`src/rtl/comma_scan_ctrl_pkg.sv`:
```
// Shared types and defaults for the bit-serial comma/pattern scanner.
// Holds the state encoding, the default pattern and a helper for the scan window count.
package comma_scan_ctrl_pkg;

    typedef enum logic [1:0] {
        ST_IDLE   = 2'd0,
        ST_SCAN   = 2'd1,
        ST_REPORT = 2'd2
    } scan_state_e;

    localparam int DEF_WORD_SIZE  = 16;
    localparam int DEF_INDEX_SIZE = 4;
    localparam int DEF_PAT_LEN    = 3;
    localparam logic [DEF_PAT_LEN-1:0] DEF_PATTERN = 3'b101;

    // Number of windows visited per word, i.e. the number of SCAN cycles.
    function automatic int scan_cycles(input int word_size, input int pat_len);
        return word_size - pat_len + 1;
    endfunction

endpackage

```
`src/rtl/comma_window_match.sv`:
```
// Combinational window compare: selects word_i[ptr_i -: PAT_LEN] and tests it against PATTERN.
// Pointers below PAT_LEN-1 have no complete window and never match.
module comma_window_match
    import comma_scan_ctrl_pkg::*;
#(
    parameter int                 WORD_SIZE  = DEF_WORD_SIZE,
    parameter int                 INDEX_SIZE = DEF_INDEX_SIZE,
    parameter int                 PAT_LEN    = DEF_PAT_LEN,
    parameter logic [PAT_LEN-1:0] PATTERN    = DEF_PATTERN
) (
    input  logic [WORD_SIZE-1:0]  word_i,
    input  logic [INDEX_SIZE-1:0] ptr_i,
    output logic                  match_o
);

    logic [WORD_SIZE-1:0] win_hit;

    genvar gi;
    generate
        for (gi = 0; gi < WORD_SIZE; gi++) begin : g_win
            if (gi >= PAT_LEN - 1) begin : g_full
                assign win_hit[gi] = (ptr_i == INDEX_SIZE'(gi)) &&
                                     (word_i[gi -: PAT_LEN] == PATTERN);
            end else begin : g_partial
                assign win_hit[gi] = 1'b0;
            end
        end
    endgenerate

    assign match_o = |win_hit;

endmodule

```
`src/rtl/comma_scan_ctrl.sv`:
```
// Multi-cycle comma scanner: accepts a word, walks one window per clock from the MSB down,
// then reports first-match index, found flag and overlapping match count for one cycle.
module comma_scan_ctrl
    import comma_scan_ctrl_pkg::*;
#(
    parameter int                 WORD_SIZE  = DEF_WORD_SIZE,
    parameter int                 INDEX_SIZE = DEF_INDEX_SIZE,
    parameter int                 PAT_LEN    = DEF_PAT_LEN,
    parameter logic [PAT_LEN-1:0] PATTERN    = DEF_PATTERN
) (
    input  logic                  clk,
    input  logic                  rst,
    input  logic [WORD_SIZE-1:0]  word_in,
    input  logic                  word_valid,
    output logic                  word_ready,
    output logic                  busy,
    output logic                  done,
    output logic                  found,
    output logic [INDEX_SIZE-1:0] index_out,
    output logic [INDEX_SIZE-1:0] match_cnt
);

    localparam logic [INDEX_SIZE-1:0] TOP_PTR  = INDEX_SIZE'(WORD_SIZE - 1);
    localparam logic [INDEX_SIZE-1:0] LAST_PTR = INDEX_SIZE'(PAT_LEN - 1);

    generate
        if (scan_cycles(WORD_SIZE, PAT_LEN) > (2 ** INDEX_SIZE) - 1) begin : g_bad_index_size
            $error("comma_scan_ctrl: INDEX_SIZE too small for WORD_SIZE/PAT_LEN");
        end
        if (PAT_LEN > WORD_SIZE) begin : g_bad_pat_len
            $error("comma_scan_ctrl: PAT_LEN exceeds WORD_SIZE");
        end
    endgenerate

    scan_state_e state_q, state_d;

    logic [WORD_SIZE-1:0]  word_q,  word_d;
    logic [INDEX_SIZE-1:0] ptr_q,   ptr_d;
    logic [INDEX_SIZE-1:0] first_q, first_d;
    logic [INDEX_SIZE-1:0] cnt_q,   cnt_d;
    logic                  hit_q,   hit_d;
    logic                  found_q, found_d;
    logic [INDEX_SIZE-1:0] index_q, index_d;
    logic [INDEX_SIZE-1:0] mcnt_q,  mcnt_d;

    logic accept;
    logic win_match;

    assign accept = word_valid && (state_q == ST_IDLE);

    comma_window_match #(
        .WORD_SIZE  (WORD_SIZE),
        .INDEX_SIZE (INDEX_SIZE),
        .PAT_LEN    (PAT_LEN),
        .PATTERN    (PATTERN)
    ) u_window_match (
        .word_i  (word_q),
        .ptr_i   (ptr_q),
        .match_o (win_match)
    );

    always_ff @(posedge clk) begin
        if (rst) begin
            state_q <= ST_IDLE;
        end else begin
            state_q <= state_d;
        end
    end

    always_comb begin
        state_d = state_q;
        case (state_q)
            ST_IDLE:   if (accept) state_d = ST_SCAN;
            ST_SCAN:   if (ptr_q == LAST_PTR) state_d = ST_REPORT;
            ST_REPORT: state_d = ST_IDLE;
            default:   state_d = ST_IDLE;
        endcase
    end

    always_comb begin
        word_ready = (state_q == ST_IDLE);
        busy       = (state_q == ST_SCAN) || (state_q == ST_REPORT);
        done       = (state_q == ST_REPORT);
        found      = found_q;
        index_out  = index_q;
        match_cnt  = mcnt_q;
    end

    // The final window's result is folded into the report registers on the same edge
    // that enters REPORT, so they already cover every window while done is high.
    always_comb begin
        word_d  = word_q;
        ptr_d   = ptr_q;
        first_d = first_q;
        cnt_d   = cnt_q;
        hit_d   = hit_q;
        found_d = found_q;
        index_d = index_q;
        mcnt_d  = mcnt_q;
        case (state_q)
            ST_IDLE: begin
                if (accept) begin
                    word_d  = word_in;
                    ptr_d   = TOP_PTR;
                    first_d = '0;
                    cnt_d   = '0;
                    hit_d   = 1'b0;
                end
            end
            ST_SCAN: begin
                if (win_match) begin
                    cnt_d = cnt_q + 1'b1;
                    if (!hit_q) begin
                        first_d = ptr_q;
                        hit_d   = 1'b1;
                    end
                end
                if (ptr_q == LAST_PTR) begin
                    found_d = hit_d;
                    index_d = first_d;
                    mcnt_d  = cnt_d;
                end else begin
                    ptr_d = ptr_q - 1'b1;
                end
            end
            default: begin
            end
        endcase
    end

    always_ff @(posedge clk) begin
        if (rst) begin
            word_q  <= '0;
            ptr_q   <= '0;
            first_q <= '0;
            cnt_q   <= '0;
            hit_q   <= 1'b0;
            found_q <= 1'b0;
            index_q <= '0;
            mcnt_q  <= '0;
        end else begin
            word_q  <= word_d;
            ptr_q   <= ptr_d;
            first_q <= first_d;
            cnt_q   <= cnt_d;
            hit_q   <= hit_d;
            found_q <= found_d;
            index_q <= index_d;
            mcnt_q  <= mcnt_d;
        end
    end

endmodule

```
`config.mk`:
```
export PLATFORM = sky130hd
export DESIGN_NAME = comma_scan_ctrl
export DESIGN_NICKNAME = d
export VERILOG_FILES = /design/src/rtl/comma_scan_ctrl_pkg.sv /design/src/rtl/comma_window_match.sv /design/src/rtl/comma_scan_ctrl.sv
export SDC_FILE = /design/constraint.sdc
export NUM_CORES = 1
export LEC_CHECK = 0
export ABC_AREA = 1
export CAP_MARGIN = 10
export CORE_UTILIZATION = 48
export DETAILED_ROUTE_END_ITERATION = 10
export PLACE_DENSITY = 0.75
export RECOVER_POWER = 25
export SLEW_MARGIN = 15
export SYNTH_ARGS = -nofsm -noshare
export SYNTH_HDL_FRONTEND = slang
export SYNTH_HIERARCHICAL = 1
export SYNTH_SLANG_ARGS = --single-unit
export TNS_END_PERCENT = 100
```
`constraint.sdc`:
```
create_clock -name clk -period 1.5 [get_ports clk]
set_clock_uncertainty 0.1 [all_clocks]
set_input_delay 0.3 -clock clk [delete_from_list [all_inputs] [get_ports clk]]
set_output_delay 0.3 -clock clk [all_outputs]
set_load 0.1 [all_outputs]
```
==> impl_metrics.py <==
metrics = {
    "status": {
        "violations": "negative setup slack",
        "status": "complete, but fails checks",
    },
    "timing": {
        "period_needed_ns": 1.76,
        "rsz0062_at_grt": "true",
        "hold_viol": 0,
        "slew_headroom_pct": 79.8,
        "setup_ws_ns": -0.260,
        "slew_viol_final": 0,
        "max_slew.worst_pin.slew_ns": 0.305,
        "finalCritPeriodShare_pct": 117,
        "final.setup.tns_ns": -3.94,
        "max_freq_ghz": 0.568,
        "setup_viol": 19,
    },
    "yosys": {
        "synth_top_area_share_pct": 38.8,
        "yosys.area.top_type": "dfxtp_1",
        "synthTopCellsByArea": "dfxtp_1, nand2_1, nor2_1",
        "avgSynthCellArea_sq_um": 6.74,
        "yosysWarnings": 6,
        "syn_inst": 306,
        "ys_seq_area_share_pct": 38.8,
        "synth.cell_area_sq_um": 2060,
        "ys_ff_latch": 40,
        "ys_types": 27,
        "synth_nets": 331,
    },
    "global_routing": {
        "grt_pass1_wl_microns": 7890,
        "antenna_found_initial": 0,
        "grt_overflow": 0,
        "grt_usage_pct": 23.3,
        "grt_max_degree": 22,
        "first_global_vias": 1855,
    },
    "routing": {
        "ant_nets": 0,
        "firstDrtPassIters": 4,
        "wl_per_cell_microns": 12.9,
        "vias_per_cell": 5.09,
        "first_iter_violations": 162,
        "drc": 0,
        "finalWirelength_microns": 5300,
        "vias": 2093,
    },
    "critical_path": {
        "crit_path_start_kind": "register",
        "worstSetupEndpointType": "register",
        "worstPathArrival_ns": 1.84,
        "cp_max_fo": 7,
        "cp_data_required_time_ns": 1.58,
        "crit_type": "reg2reg",
    },
    "clock_tree": {
        "clk_pin_slew_worst_paths_ns": 0.08,
        "htreeDepth": 2,
        "cts_sinks": 40,
        "clk_latency_ns": 0.30,
        "cts-hold-fix-buffers": 0,
        "cts-root-buf": "clkbuf_8",
        "tritoncts": "done",
        "cts_buffers": 5,
        "clock_path_buffers": 2,
    },
    "power": {
        "power.share.switching_pct": 31.9,
        "power_frac_clock_pct": 28.8,
        "power_leakage_uw": 0.00121,
        "p_int_uw": 1870,
        "seq_power_share_pct": 43.9,
        "power_density_nw_per_um2": 902,
        "ir_drop_mv": 0.523,
        "p_switching_uw": 878,
        "pwr-share-comb_pct": 27.4,
    },
    "cells_and_area": {
        "drive_gt1_share_pct": 31.6,
        "diodes": 0,
        "final_common_cell": "nand2_1",
        "stdcell_area_sq_um": 3050,
        "fillers": 280,
        "layout_common_cells": "nand2_1, nor2_1, dfxtp_1, o21ai_0",
        "final_nets": 385,
        "area_growth_pct": 47.9,
    },
    "floorplan": {
        "die_w_microns": 67.5,
        "rows": 23,
        "io_pins": 31,
        "core-area_sq_um": 4060,
        "die_y_microns": 67.5,
        "dieArea_sq_um": 4560,
        "start_util_pct": 50.8,
    },
    "placement": {
        "dpl_cell_area_sq_um": 2690,
        "port_buffers": 30,
        "place_ws_ns": -0.184,
        "gp_congestion": 0.882,
        "dp_hpwl_microns": 3300,
    },
    "flow_run": {
        "maxCapViolations": 0,
    },
    "hold_path": {
        "hp-class": "reg2reg",
    },
}
-- stage by stage --
stage                     hold slack [ns]  total power, uW  util (%)  instances
after floorplan                     0.344             1610         -        306
after global placement              0.352             1830      66.3        397
after detailed placement            0.359             1840      66.3        397
after CTS                           0.373             2640      69.9        406
after global routing                0.395             2880      75.1        411
final                               0.367             2750      75.1        411
-- flip-flops by register name, indices dropped and copies added, names as in the netlist --
signal and cells:
index_out 4, word_q 16, state_q 2, match_cnt 4, found 1, ptr_q 4, cnt_q 4, hit_q 1
first_q 4
-- path summary, 6_finish.rpt --
check | start | endpoint | slack (ns) | cells after the start
worst max-delay path | ptr_q[2]$_SDFFE_PP0P_ | found$_SDFFE_PP0P_ | -0.26 | 11
worst min-delay path | found$_SDFFE_PP0P_ | found$_SDFFE_PP0P_ | 0.37 | 2
worst max register to register | ptr_q[2]$_SDFFE_PP0P_ | found$_SDFFE_PP0P_ | -0.26 | 11
worst min register to register | found$_SDFFE_PP0P_ | found$_SDFFE_PP0P_ | 0.37 | 2
-- synth_stat cells --
master    instances
nand2_1          76
nor2_1           60
dfxtp_1          40
a21oi_1          24
inv_1            23
o21ai_0          20
nand3_1          12
inv_2             8
ha_1              6
nand3b_1          6
nor2_2            5
o21ai_1           4
buf_6             3
clkbuf_1          2
clkbuf_2          2
nand2_4           2
nor2_4            2
or2_2             2
buf_2             1
nand2_2           1
nand3_2           1
nand4_1           1
nor3_1            1
o21ai_4           1
o21bai_1          1
xnor2_1           1
xor2_1            1
-- final cells by class --
class	count	area, sq um	area share (%)
well taps	50	62.6	2.05
inverters	31	136	4.47
clock buffers	8	100	3.28
multi-input cells	228	1360	44.6
repair buffers	54	569	18.7
flip-flops and latches	40	821	26.9
-- repair_timing --
item                                    4_1_cts  5_1_grt
pin swaps                                     4       16
cloned                                        0        1
endpoints found under the setup margin       25       26
gates resized for setup                      15       59
setup buffers                                 1        4
-- power groups by stage --
stage,logic (uW),clock network [uW],registers (uW)
2_1_floorplan,374,0,1230
3_3_place_gp,608,0,1220
3_5_place_dp,617,0,1220
4_1_cts,636,803,1200
5_1_grt,820,847,1210
6_report,753,791,1210
-- cells by family after synthesis --
| family | count (synthesis) | share of synthesized area [%] |
|---|---|---|
| xor+xnor | 2 | 0.850 |
| buf+inv | 39 | 8.37 |
| fa+ha+maj | 6 | 3.64 |
| flops | 40 | 38.8 |
| simple gates | 169 | 35.5 |
| compound gates | 50 | 12.8 |
-- worst max-delay path, cell delays in order, from the launching register on --
cell	delay (ns)
dfxtp_4	0.39
nand2_2	0.09
inv_2	0.05
nand2_1	0.05
nor2_1	0.04
nor2_1	0.12
nand2_1	0.08
nor2_2	0.12
nand2_4	0.13
or2_2	0.31
nand2_1	0.10
a21oi_1	0.06
-- layer usage --
layer / up-vias / routed length, microns / GRT usage, %
li1: 1070 / - / -
met5: - / 0 / 0
met2: 47 / 2530 / 38.2
met3: 11 / 193 / 6.76
met4: 0 / 114 / 8.51
met1: 965 / 2470 / 28.5
(Power assumes the default switching activity.)
==> edit (config.mk and constraints unchanged) <==
Put a register stage on the output `match_cnt`, cleared by the reset. The value now appears one clock later. The other outputs are not delayed to match.
--- a/src/rtl/comma_scan_ctrl.sv
+++ b/src/rtl/comma_scan_ctrl.sv
@@ -22,6 +22,8 @@
 
     localparam logic [INDEX_SIZE-1:0] TOP_PTR  = INDEX_SIZE'(WORD_SIZE - 1);
     localparam logic [INDEX_SIZE-1:0] LAST_PTR = INDEX_SIZE'(PAT_LEN - 1);
+
+    logic [INDEX_SIZE-1:0] match_cnt_d;
 
     generate
         if (scan_cycles(WORD_SIZE, PAT_LEN) > (2 ** INDEX_SIZE) - 1) begin : g_bad_index_size
@@ -83,7 +85,7 @@
         done       = (state_q == ST_REPORT);
         found      = found_q;
         index_out  = index_q;
-        match_cnt  = mcnt_q;
+        match_cnt_d = mcnt_q;
     end
 
     // The final window's result is folded into the report registers on the same edge
@@ -150,5 +152,13 @@
         end
     end
 
+    always_ff @(posedge clk) begin
+        if (rst) begin
+            match_cnt <= '0;
+        end else begin
+            match_cnt <= match_cnt_d;
+        end
+    end
+
 endmodule
 
Behaviour: no difference found for any inputs over 10 cycles, from zero or initial values and one cycle with rst high; that may be too few to reach the edited logic, so the function may still have changed.
==> edit against the unedited design <==
The flow still finishes with violations (negative setup slack); critical path depth increased by 2; area after synthesis increased by 3.8%; utilization up 0.61 points; synthesized cell count increased by 3.6%; clock power is 1% higher; first-iteration DRC count shrank 42%; routed wire length is 4.0% higher; setup slack better by 0.047 ns; total power rose by 3.3%; sequential cell count up 4; global-route usage is 0.96 points higher; design area increased by 3.0%; largest cell class unchanged.
==> edit: results (changes against the unedited design) <==
[outcome]
status=finished with violations
failed_checks=negative setup slack

[min_path]
whs_path_depth=2  ; unchanged
hold_path_class=reg -> reg

[clock_network]
numCtsBuffers=5  ; unchanged
htree_levels=2  ; unchanged
clock_latency_ns=0.30  ; about the same
cts-root-buf=clkbuf_8
ctsLongestPathBuffers=2  ; unchanged
clk_pin_slew_worst_paths_ns=0.09

[route]
dr.pass1.iters=4  ; unchanged
drt_first_iter_violations=94  ; -42%
wirelength_um=5514  ; +4.0%
dr_total_vias=2148  ; +2.6%

[timing]
final-setup-viol-count=21  ; +2
setup_ws_ns=-0.2139  ; +0.04655 ns
slew_headroom=0.7720  ; -0.02598
tns_ns=-3.254  ; +0.6848 ns

[synth]
synth_cell_types=24  ; -11%
syn_avg_cell_area_um2=6.753  ; +0.22%
yosysSeqAreaShare=0.4115  ; +0.02311
synth_nets=342  ; +3.3%
synth_common_cells=74 x nand2_1, 64 x nor2_1, 44 x dfxtp_1
ys_warn_count=6  ; unchanged
async_reset_ff_frac=0  ; unchanged
yosys_most_used_dff=dfxtp_1
ys_top_cells_by_area=dfxtp_1 41%, nand2_1 13%, nor2_1 11%

[global_routing]
grt_pass1_vias=1995  ; +7.5%
grt_first_pass_wirelength_um=8418  ; +6.7%
grtUsageTotal=0.2423  ; +0.009553
grt_max_degree=23  ; +4.5%
grt_antenna_before_repair=0  ; unchanged

[final_layout]
fill_cells=301  ; +7.5%
fin_cells=419  ; +1.9%
largest_reg_flops=16  ; unchanged
layout-drive-gt1-share=0.3008  ; -0.01498
nets=393  ; +2.1%
n_antenna_cell=0  ; unchanged
largest-register=word_q

[placement]
gp_congestion=0.9560  ; +8.4%
io_buffers=30  ; unchanged
dpl.hpwl_um=3453  ; +4.6%
place_inst=403  ; +1.5%

[power_and_ir_drop]
ir_worst_vdd_mv=0.6083  ; +16%
p_leak_nw=1.258  ; +4.2%

[setup_path]
r2r_cells=13  ; +2
cpMaxStageDelayCell=dfxtp_4
cp_slowest_stage_delay_ns=0.38
crit_path_end=cnt_q[2]
r2r_start=ptr_q[0]
crit_arrival_ns=1.80  ; -0.04 ns
path_max_fanout=7  ; unchanged
path_class=reg -> reg

edit: cell types whose count changed in the layout (fill, tap and decap cells not counted), moves of 3 or more:
cell	before	now
buf_12	8	14
buf_6	5	1
clkbuf_4	7	0
dfxtp_1	34	38
inv_2	6	12
inv_4	6	3
nand2_2	12	8
nand2_4	3	6
nor2_1	56	61
o21ai_2	0	5
o21ai_4	5	1
edit: cell type report:
type                    instances  share of cell area
multi-input cells             231              0.4249
flip-flops and latches         44              0.2862
repair buffers                 50              0.1909
inverters                      35             0.04623
clock buffers                   6             0.02631
well taps                      50             0.01993
clock inverters                 2            0.004384
repair inverters                1            0.001196
edit: metal layers:
layer	GRT usage	share of wire	vias up
li1	-	-	1098
met1	0.2668	0.42	967
met2	0.4277	0.50	62
met3	0.06250	0.052	21
met4	0.1224	0.031	0
met5	0	0	-
edit: stage by stage:
step | total power, mW | util | cell area, µm²
final | 2.841 | 0.7575 | 3139
after global routing | 2.968 | 0.7575 | 3139
after CTS | 2.773 | 0.7095 | 2940
after detailed placement | 1.927 | 0.6618 | 2743
after global placement | 1.913 | 0.6618 | 2743
after floorplan | 1.709 | - | 2183
edit: report_power, final:
group | total [mW] | internal [mW] | switching [mW]
Combinational | 0.725 | 0.306 | 0.419
Clock | 0.801 | 0.374 | 0.426
Sequential | 1.32 | 1.24 | 0.0770
edit: cells by family (layout without fill, tap and decap cells):
family,after synthesis,in the layout,share of synthesized area
simple gates,171,172,0.3366
flops,44,44,0.4115
buf+inv,43,94,0.08649
compound gates,51,51,0.1222
xor+xnor,2,2,0.008184
fa+ha+maj,6,6,0.03507
edit: what timing repair did:
item                       4_1_cts  5_1_grt
buffers inserted                 2        4
setup endpoints to repair       26       28
cloned                           2        0
pin swaps                       11       16
gates resized for setup         24       39
edit: worst max-delay path, delay by kind of cell (launching register included):
| kind | cells | cell delay [ns] |
|---|---|---|
| compound gates | 1 | 0.07 |
| xor+xnor | 1 | 0.15 |
| buf+inv | 2 | 0.11 |
| flops | 1 | 0.38 |
| simple gates | 9 | 0.79 |
edit: how the worst min path moves through the flow:
stage	start	end	slack, ns
after detailed placement	match_cnt_d[2]	match_cnt[2]	0.31
final	match_cnt_d[3]	match_cnt[3]	0.33
after global routing	match_cnt_d[3]	match_cnt[3]	0.34
after global placement	match_cnt_d[3]	match_cnt[3]	0.31
after floorplan	rst	index_out[0]	0.27
after CTS	match_cnt_d[2]	match_cnt[2]	0.33
